$ cat src/rtl/seg_scan_ctrl.sv
// Scans an NDIG-digit BCD buffer onto one active-low digit select plus its nibble.
// Outputs decode from registers (lzb_en gating aside); in_ready falls while an update awaits the next frame boundary.
module seg_scan_ctrl #(
  parameter int NDIG  = 4,
  parameter int DWELL = 50000,
  parameter int GUARD = 16
) (
  input  logic              clk,
  input  logic              rst_n,
  input  logic              in_valid,
  input  logic [4*NDIG-1:0] in_data,
  output logic              in_ready,
  input  logic              lzb_en,
  output logic [NDIG-1:0]   dig_sel_n,
  output logic [3:0]        bcd_out,
  output logic              frame_done
);

  localparam int MAXC = (DWELL > GUARD) ? DWELL : GUARD;
  localparam int CW   = (MAXC > 1) ? $clog2(MAXC) : 1;
  localparam int IW   = $clog2(NDIG);

  localparam logic [CW-1:0] DWELL_LAST = CW'(DWELL - 1);
  localparam logic [CW-1:0] GUARD_LAST = CW'(GUARD - 1);
  localparam logic [IW-1:0] IDX_LAST   = IW'(NDIG - 1);

  typedef enum logic {SHOW = 1'b0, BLANK = 1'b1} state_t;

  state_t            state, state_nxt;
  logic [CW-1:0]     cnt, cnt_nxt;
  logic [IW-1:0]     idx, idx_nxt;
  logic [4*NDIG-1:0] disp, shadow;
  logic              pending;
  logic              boundary;
  logic [NDIG-1:0]   lead_zero;
  logic              blank_cur;

  always_ff @(posedge clk or negedge rst_n) begin
    if (!rst_n) begin
      state <= BLANK;
      cnt   <= '0;
      idx   <= IDX_LAST;
    end else begin
      state <= state_nxt;
      cnt   <= cnt_nxt;
      idx   <= idx_nxt;
    end
  end

  always_comb begin
    state_nxt = state;
    cnt_nxt   = cnt + CW'(1);
    idx_nxt   = idx;
    boundary  = 1'b0;
    case (state)
      SHOW: begin
        if (cnt == DWELL_LAST) begin
          state_nxt = BLANK;
          cnt_nxt   = '0;
        end
      end
      BLANK: begin
        if (cnt == GUARD_LAST) begin
          state_nxt = SHOW;
          cnt_nxt   = '0;
          if (idx == IDX_LAST) begin
            idx_nxt  = '0;
            boundary = 1'b1;
          end else begin
            idx_nxt = idx + IW'(1);
          end
        end
      end
      default: begin
        state_nxt = BLANK;
        cnt_nxt   = '0;
      end
    endcase
  end

  // Commit and accept are exclusive: accept needs pending=0, commit needs pending=1.
  always_ff @(posedge clk or negedge rst_n) begin
    if (!rst_n) begin
      disp    <= '0;
      shadow  <= '0;
      pending <= 1'b0;
    end else if (boundary && pending) begin
      disp    <= shadow;
      pending <= 1'b0;
    end else if (in_valid && !pending) begin
      shadow  <= in_data;
      pending <= 1'b1;
    end
  end

  // lead_zero[i]: digits i..NDIG-1 are all zero.
  for (genvar i = 0; i < NDIG; i++) begin : g_lz
    assign lead_zero[i] = ~|disp[4*NDIG-1:4*i];
  end

  assign blank_cur = lzb_en && (idx != '0) && lead_zero[idx];

  always_comb begin
    dig_sel_n = '1;
    if (state == SHOW && !blank_cur) dig_sel_n[idx] = 1'b0;
  end

  assign bcd_out    = disp[{idx, 2'b00} +: 4];
  assign in_ready   = !pending;
  assign frame_done = boundary;

endmodule

$ cat config.mk
export PLATFORM = sky130hd
export DESIGN_NAME = seg_scan_ctrl
export DESIGN_NICKNAME = d
export VERILOG_FILES = /design/src/rtl/seg_scan_ctrl.sv
export SDC_FILE = /design/constraint.sdc
export NUM_CORES = 1
export LEC_CHECK = 0
export CAP_MARGIN = 20
export CORE_ASPECT_RATIO = 0.75
export CORE_UTILIZATION = 40
export CTS_CLUSTER_DIAMETER = 50
export DETAILED_ROUTE_END_ITERATION = 7
export SLEW_MARGIN = 10
export SYNTH_ARGS = -nofsm -noshare
export SYNTH_HDL_FRONTEND = slang
export SYNTH_SLANG_ARGS = --single-unit
$ cat constraint.sdc
create_clock -name clk -period 2.4 [get_ports clk]
set_input_delay 0.36 -clock clk [delete_from_list [all_inputs] [get_ports clk]]
set_output_delay 0.36 -clock clk [all_outputs]
set_load 0.01 [all_outputs]
Word level (Yosys, flattened, before mapping)
Cells that the tools add are included.

Output and inout port bits: 10. Bits of input ports: 20. Word-level logic and storage cells: 54. Flip-flop bits (word level): 52.

Shifts and indexed selects: 1. Mux-type cells: 17. Bitwise operators: 3. Magnitude comparators: 2. Equal/unequal tests: 3. Reduce and logical (&&, ||, !) cells: 20. Add/sub/neg operators: 2.

Operator list (count): $mux W16 (2); $pmux W16 S2 (1); $add A16 B1 Y16 const B (1); $eq A16 B16 Y1 const B (1); $eq A16 B4 Y1 const B (1); $reduce_or A16 Y1 (1); $shiftx A16 B5 Y4 (1); $reduce_or A12 Y1 (1); $mux W1 (9); $reduce_or A8 Y1 (1); $logic_and A1 B1 Y1 (6); $logic_not A1 Y1 (6); $mux W4 (1); $not A4 Y4 (1); $reduce_and A2 Y1 (2); $reduce_bool A2 Y1 (2); $reduce_or A4 Y1 (1); $lt A2 B3 Y1 const B (1); $add A2 B1 Y2 const B (1); $bmux W1 S2 (1); $demux W1 S2 (1); $eq A2 B2 Y1 const B (1); $ge A2 B1 Y1 const B (1); $mux W2 (1); 2 further kinds (3).

Logic depth before layout (Yosys ltp)
Depth after elaboration: 8. Depth in mapped cells: 7. Mapped depth without buffers: 6.

Worst setup path after synthesis
Ideal clock, no wire load.

Path kind: register to output. Start point: register idx[0]. End point: output port dig_sel_n[2]. Buffers on the path: 1. Data required time: 2.040 ns. Cell stages (with the launch flop): 8. Path slack: 0.123 ns. Data arrival time: 1.917 ns. Cell sequence: dfstp_2 clkbuf_1 inv_1 ha_1 nor4_1 nand3b_1 a211o_1 nand3b_1.

Longest elaborated chain between the ends: 6. Elaborated cells between the ends (all ways): 14. Those cells by class: order compare (2); mux (5); bitwise (1); reduce/logical (6).

Ends and longest elaborated chain: start, declared (RTL line 31) `logic [IW-1:0] idx, idx_nxt;`; start signal, assigned (RTL line 46) `idx <= idx_nxt;`; $lt A2 B3 Y1 (implied by the code) (tied with other cells) (RTL line 105) `if (state == SHOW && !blank_cur) dig_sel_n[idx] = 1'b0;`; $logic_and A1 B1 Y1 (implied by the code) (tied with other cells) (RTL line 105); $mux W1 (implied by the code) or $logic_and A1 B1 Y1 (tied branches) (RTL line 105, 101); $demux W1 S2 or $logic_not A1 Y1 (tied branches) (RTL line 105); $not A4 Y4 (no line) or $logic_and A1 B1 Y1 (tied branches); $mux W4 * (RTL line 105); end, declared (RTL line 14) `output logic [NDIG-1:0] dig_sel_n,`.

Mark *: on every way between the ends. The rest lies on a longest branch, timed or not. The select of a mux whose other input is x is not followed.

Final worst setup path
Start point: register idx[1]. End point: output port dig_sel_n[3].

The elaborated chain is that of the path after synthesis.

==> impl_results.rst <==
.. list-table::
   :header-rows: 1

   * - Metric
     - Value
   * - Root buf cell
     - sky130_fd_sc_hd__clkbuf_8
   * - Hold-fix buffers, CTS
     - 0
   * - Least-Margin Pin Slew
     - 0.591 ns
   * - Critical path start-end classification
     - reg2out
   * - DRC violations left
     - 0
   * - Post-route clock period utilization
     - 0.948
   * - Width of the chip
     - 91.8 um
   * - Static leakage
     - 1.37 nW
   * - Critical path startpoint category
     - flop
   * - Final WL
     - 4.79 mm
   * - Syn nets
     - 207
   * - Leading register cell type out of synthesis
     - sky130_fd_sc_hd__dfrtp_1
   * - Endpoints failing hold
     - 0
   * - WP data required
     - 2.04 ns
   * - Synthesized area per cell
     - 13.3 um2
   * - Clk sinks
     - 52
   * - Layout-stage area growth over the synthesis result
     - 26.4%
   * - Clock latency reported for the late side of the worst-skew pair
     - 0.31 ns
   * - Count of warnings emitted by yosys
     - 0
   * - Maximum resistive drop on vdd
     - 311 uV
   * - Vias in the first global route
     - 1598
   * - Clock tree from TritonCTS
     - done
   * - Number of antenna cells inserted
     - 0
   * - Total grt overflow
     - 0
   * - Clock Pin Slew Worst Setup and Hold Paths
     - 0.10 ns
   * - Number of buffers between clock root and the deepest sink
     - 2
   * - Number of max-slew violations in the final report
     - 0
   * - Proportion of register bits with asynchronous set or reset after synthesis
     - 1.00
   * - Fmax
     - 0.439 GHz
   * - Final Worst Setup Slack
     - 0.124 ns
   * - Power density over the cells
     - 537 mW/mm2
   * - Final layout net count
     - 253
   * - Setup slack after placement
     - -0.114 ns
   * - Wire length of the first global-routing pass
     - 8.18 mm
   * - Placed cell count
     - 296
   * - Initial antenna violation count
     - 0
   * - Part of the Yosys area used for sequential elements
     - 0.539
   * - Port buffer count
     - 29
   * - Detail-routed net length per standard cell
     - 15.6 um
   * - Clock H-tree levels
     - 2
   * - Setup repair after global routing missed its margin
     - no
   * - Flip-flop and latch count after synthesis
     - 52
   * - Largest fanout on the critical path
     - 3
   * - Sum of net half-perimeters after detailed placement
     - 3.55 mm
   * - Non-filler cells in the finished layout
     - 307
   * - Overall routing resource usage
     - 0.166
   * - Endpoints failing setup
     - 0
   * - Effective utilization at floorplan
     - 0.416
   * - Total via count after detailed routing
     - 1585
   * - Class of the tightest hold or removal check
     - in2async
   * - Die outline area
     - 0.00637 mm2
   * - Minimum clock period after layout
     - 2.28 ns
   * - Ports
     - 30
   * - Worst hold margin
     - 0.0355 ns
   * - Average vias per placed instance
     - 5.16
   * - Portion of synthesized cell area occupied by the leading cell type
     - 0.506
   * - Number of flops mapped to enable cells by yosys
     - 0
   * - Core area
     - 0.00583 mm2
   * - Signal arrival time at the worst endpoint
     - 1.92 ns
   * - Top post-synthesis cells by area
     - sky130_fd_sc_hd__dfrtp_1 51%, sky130_fd_sc_hd__mux2_2 11%, sky130_fd_sc_hd__mux2_4 5.6%, sky130_fd_sc_hd__mux4_2 3.7%, sky130_fd_sc_hd__dfstp_2 3.3%
   * - Pin count of the biggest net entering global routing
     - 29
   * - Cell type with the largest total area after synthesis
     - sky130_fd_sc_hd__dfrtp_1
   * - Die Span Y
     - 69.4 um
   * - Num CTS Buffers
     - 5
   * - Rows
     - 24
   * - Final worst clock skew
     - 0.0150 ns
   * - Antenna Violating Nets Remaining
     - 0
   * - Distinct cell type count after synthesis
     - 37
   * - Number of optimization iterations in the first detailed-route pass
     - 4
   * - Setup Total Neg Slack
     - 0 ns
   * - Status
     - finished clean
   * - Rel. slew slack
     - 0.606
   * - Number of maximum-capacitance constraint violations
     - 0
   * - Finished Core Util
     - 0.525
   * - Fraction of layout instances using a drive strength above 1
     - 0.354
   * - Count of routing violations after the opening detailed-route iteration
     - 53
   * - Area of the mapped netlist
     - 0.00242 mm2
   * - Category of the worst setup path capture point
     - output pin
   * - Placer's final routability congestion estimate
     - 0.857
   * - Synthesized instance count
     - 182
where the power goes:
part / switching (mW) / total (mW) / internal (mW)
combinational: 0.0279 / 0.0802 / 0.0522
sequential: 0.0187 / 0.926 / 0.907
clock: 0.295 / 0.636 / 0.341
total: 0.342 / 1.64 / 1.30
final timing paths:
kind                         start  depth (start not counted)  slack (ns)      endpoint
max                         idx[1]                          7        0.12  dig_sel_n[3]
min                          rst_n                          1        0.04       cnt[15]
max reg2reg                 cnt[8]                          4        0.40        cnt[1]
min reg2reg                cnt[11]                          1        0.50       cnt[11]
max in group asynchronous    rst_n                          2        1.80    shadow[12]
min in group clk           cnt[11]                          1        0.50       cnt[11]
synth_stat cells, types with 2 or more instances:
cell type	count
sky130_fd_sc_hd__clkbuf_1	3
sky130_fd_sc_hd__nor2b_1	2
sky130_fd_sc_hd__mux4_2	4
sky130_fd_sc_hd__nor4_2	2
sky130_fd_sc_hd__o21ai_0	3
sky130_fd_sc_hd__xor2_1	7
sky130_fd_sc_hd__nor2_1	13
sky130_fd_sc_hd__and3_1	3
sky130_fd_sc_hd__dfstp_2	3
sky130_fd_sc_hd__and2_1	2
sky130_fd_sc_hd__ha_1	5
sky130_fd_sc_hd__nor4_1	6
sky130_fd_sc_hd__xnor2_1	6
sky130_fd_sc_hd__nand3_1	4
sky130_fd_sc_hd__nand4_1	4
sky130_fd_sc_hd__dfrtp_1	49
sky130_fd_sc_hd__mux2_4	9
sky130_fd_sc_hd__nand3b_1	4
sky130_fd_sc_hd__nand2_1	7
sky130_fd_sc_hd__inv_1	4
sky130_fd_sc_hd__nor3_1	2
sky130_fd_sc_hd__a21oi_1	2
sky130_fd_sc_hd__mux2_2	24
kinds of logic (layout without fill, tap and decap cells):
kind of cell	count (synthesis)	count (layout)	synth area share
simple gates	57	57	0.141
flops	52	52	0.539
mux	37	37	0.205
xor+xnor	13	13	0.0470
compound gates	9	9	0.0238
buf+inv	9	56	0.0186
fa+ha+maj	5	5	0.0258
per-stage QoR:
stage | instance area (um2) | power, mW
after floorplan | 2420 | 0.963
final | 3060 | 1.64
after CTS | 3040 | 1.66
after global routing | 3060 | 1.71
after global placement | 2890 | 1.02
after detailed placement | 2890 | 1.03
metal layers:
layer,vias up,wire length (um),share of wire,track usage
met5,-,0,0,0
met4,0,73,0.015,0.0625
met3,7,139,0.029,0.0329
met2,26,2150,0.45,0.246
met1,805,2430,0.51,0.241
li1,747,-,-,-
flip-flops by register name (all words and copies together) (netlist names):
name / count
cnt: 16
disp: 16
idx: 2
pending: 1
shadow: 16
state: 1
worst max-delay path, cell delays in order, from the launching register on:
cell                       delay (ns)
sky130_fd_sc_hd__dfstp_2         0.55
sky130_fd_sc_hd__inv_2           0.05
sky130_fd_sc_hd__ha_4            0.16
sky130_fd_sc_hd__nor4_4          0.20
sky130_fd_sc_hd__nand3b_1        0.11
sky130_fd_sc_hd__a211o_1         0.28
sky130_fd_sc_hd__nand3b_1        0.10
sky130_fd_sc_hd__buf_2           0.13
final cells by class:
cell class | count | area, um2
clock buffers | 6 | 82.6
well taps | 78 | 97.6
inverters | 4 | 15.0
repair buffers | 44 | 402
fillers | 513 | 2770
flip-flops and latches | 52 | 1310
multi-input cells | 121 | 1120
clock inverters | 2 | 38.8
repair_timing:
action | CTS | global route
pin swaps | 2 | 5
endpoints found under the setup margin | 8 | 3
resized for setup | 20 | 7
setup buffers | 1 | 2
cells in the final DEF (no fill, tap or decap), types with 2 or more instances in the layout:
cell type and instances:
sky130_fd_sc_hd__mux4_2 4, sky130_fd_sc_hd__nor2_1 12, sky130_fd_sc_hd__xnor2_1 6, sky130_fd_sc_hd__clkbuf_8 6, sky130_fd_sc_hd__a21oi_1 2, sky130_fd_sc_hd__nand4_1 4
sky130_fd_sc_hd__dlygate4sd2_1 5, sky130_fd_sc_hd__nand3b_1 4, sky130_fd_sc_hd__buf_4 13, sky130_fd_sc_hd__and3_1 2, sky130_fd_sc_hd__o21ai_0 3, sky130_fd_sc_hd__mux2_4 9
sky130_fd_sc_hd__nor3_1 2, sky130_fd_sc_hd__inv_2 2, sky130_fd_sc_hd__buf_2 3, sky130_fd_sc_hd__nor2b_1 2, sky130_fd_sc_hd__xor2_1 7, sky130_fd_sc_hd__nor4_4 2
sky130_fd_sc_hd__nand2_1 7, sky130_fd_sc_hd__nor4_1 5, sky130_fd_sc_hd__inv_1 2, sky130_fd_sc_hd__and2_1 2, sky130_fd_sc_hd__dfstp_2 3, sky130_fd_sc_hd__ha_1 3
sky130_fd_sc_hd__clkdlybuf4s50_1 20, sky130_fd_sc_hd__buf_12 2, sky130_fd_sc_hd__dfrtp_1 49, sky130_fd_sc_hd__mux2_2 24, sky130_fd_sc_hd__nand3_1 4
Note: power is estimated with default switching activity, not from simulation.
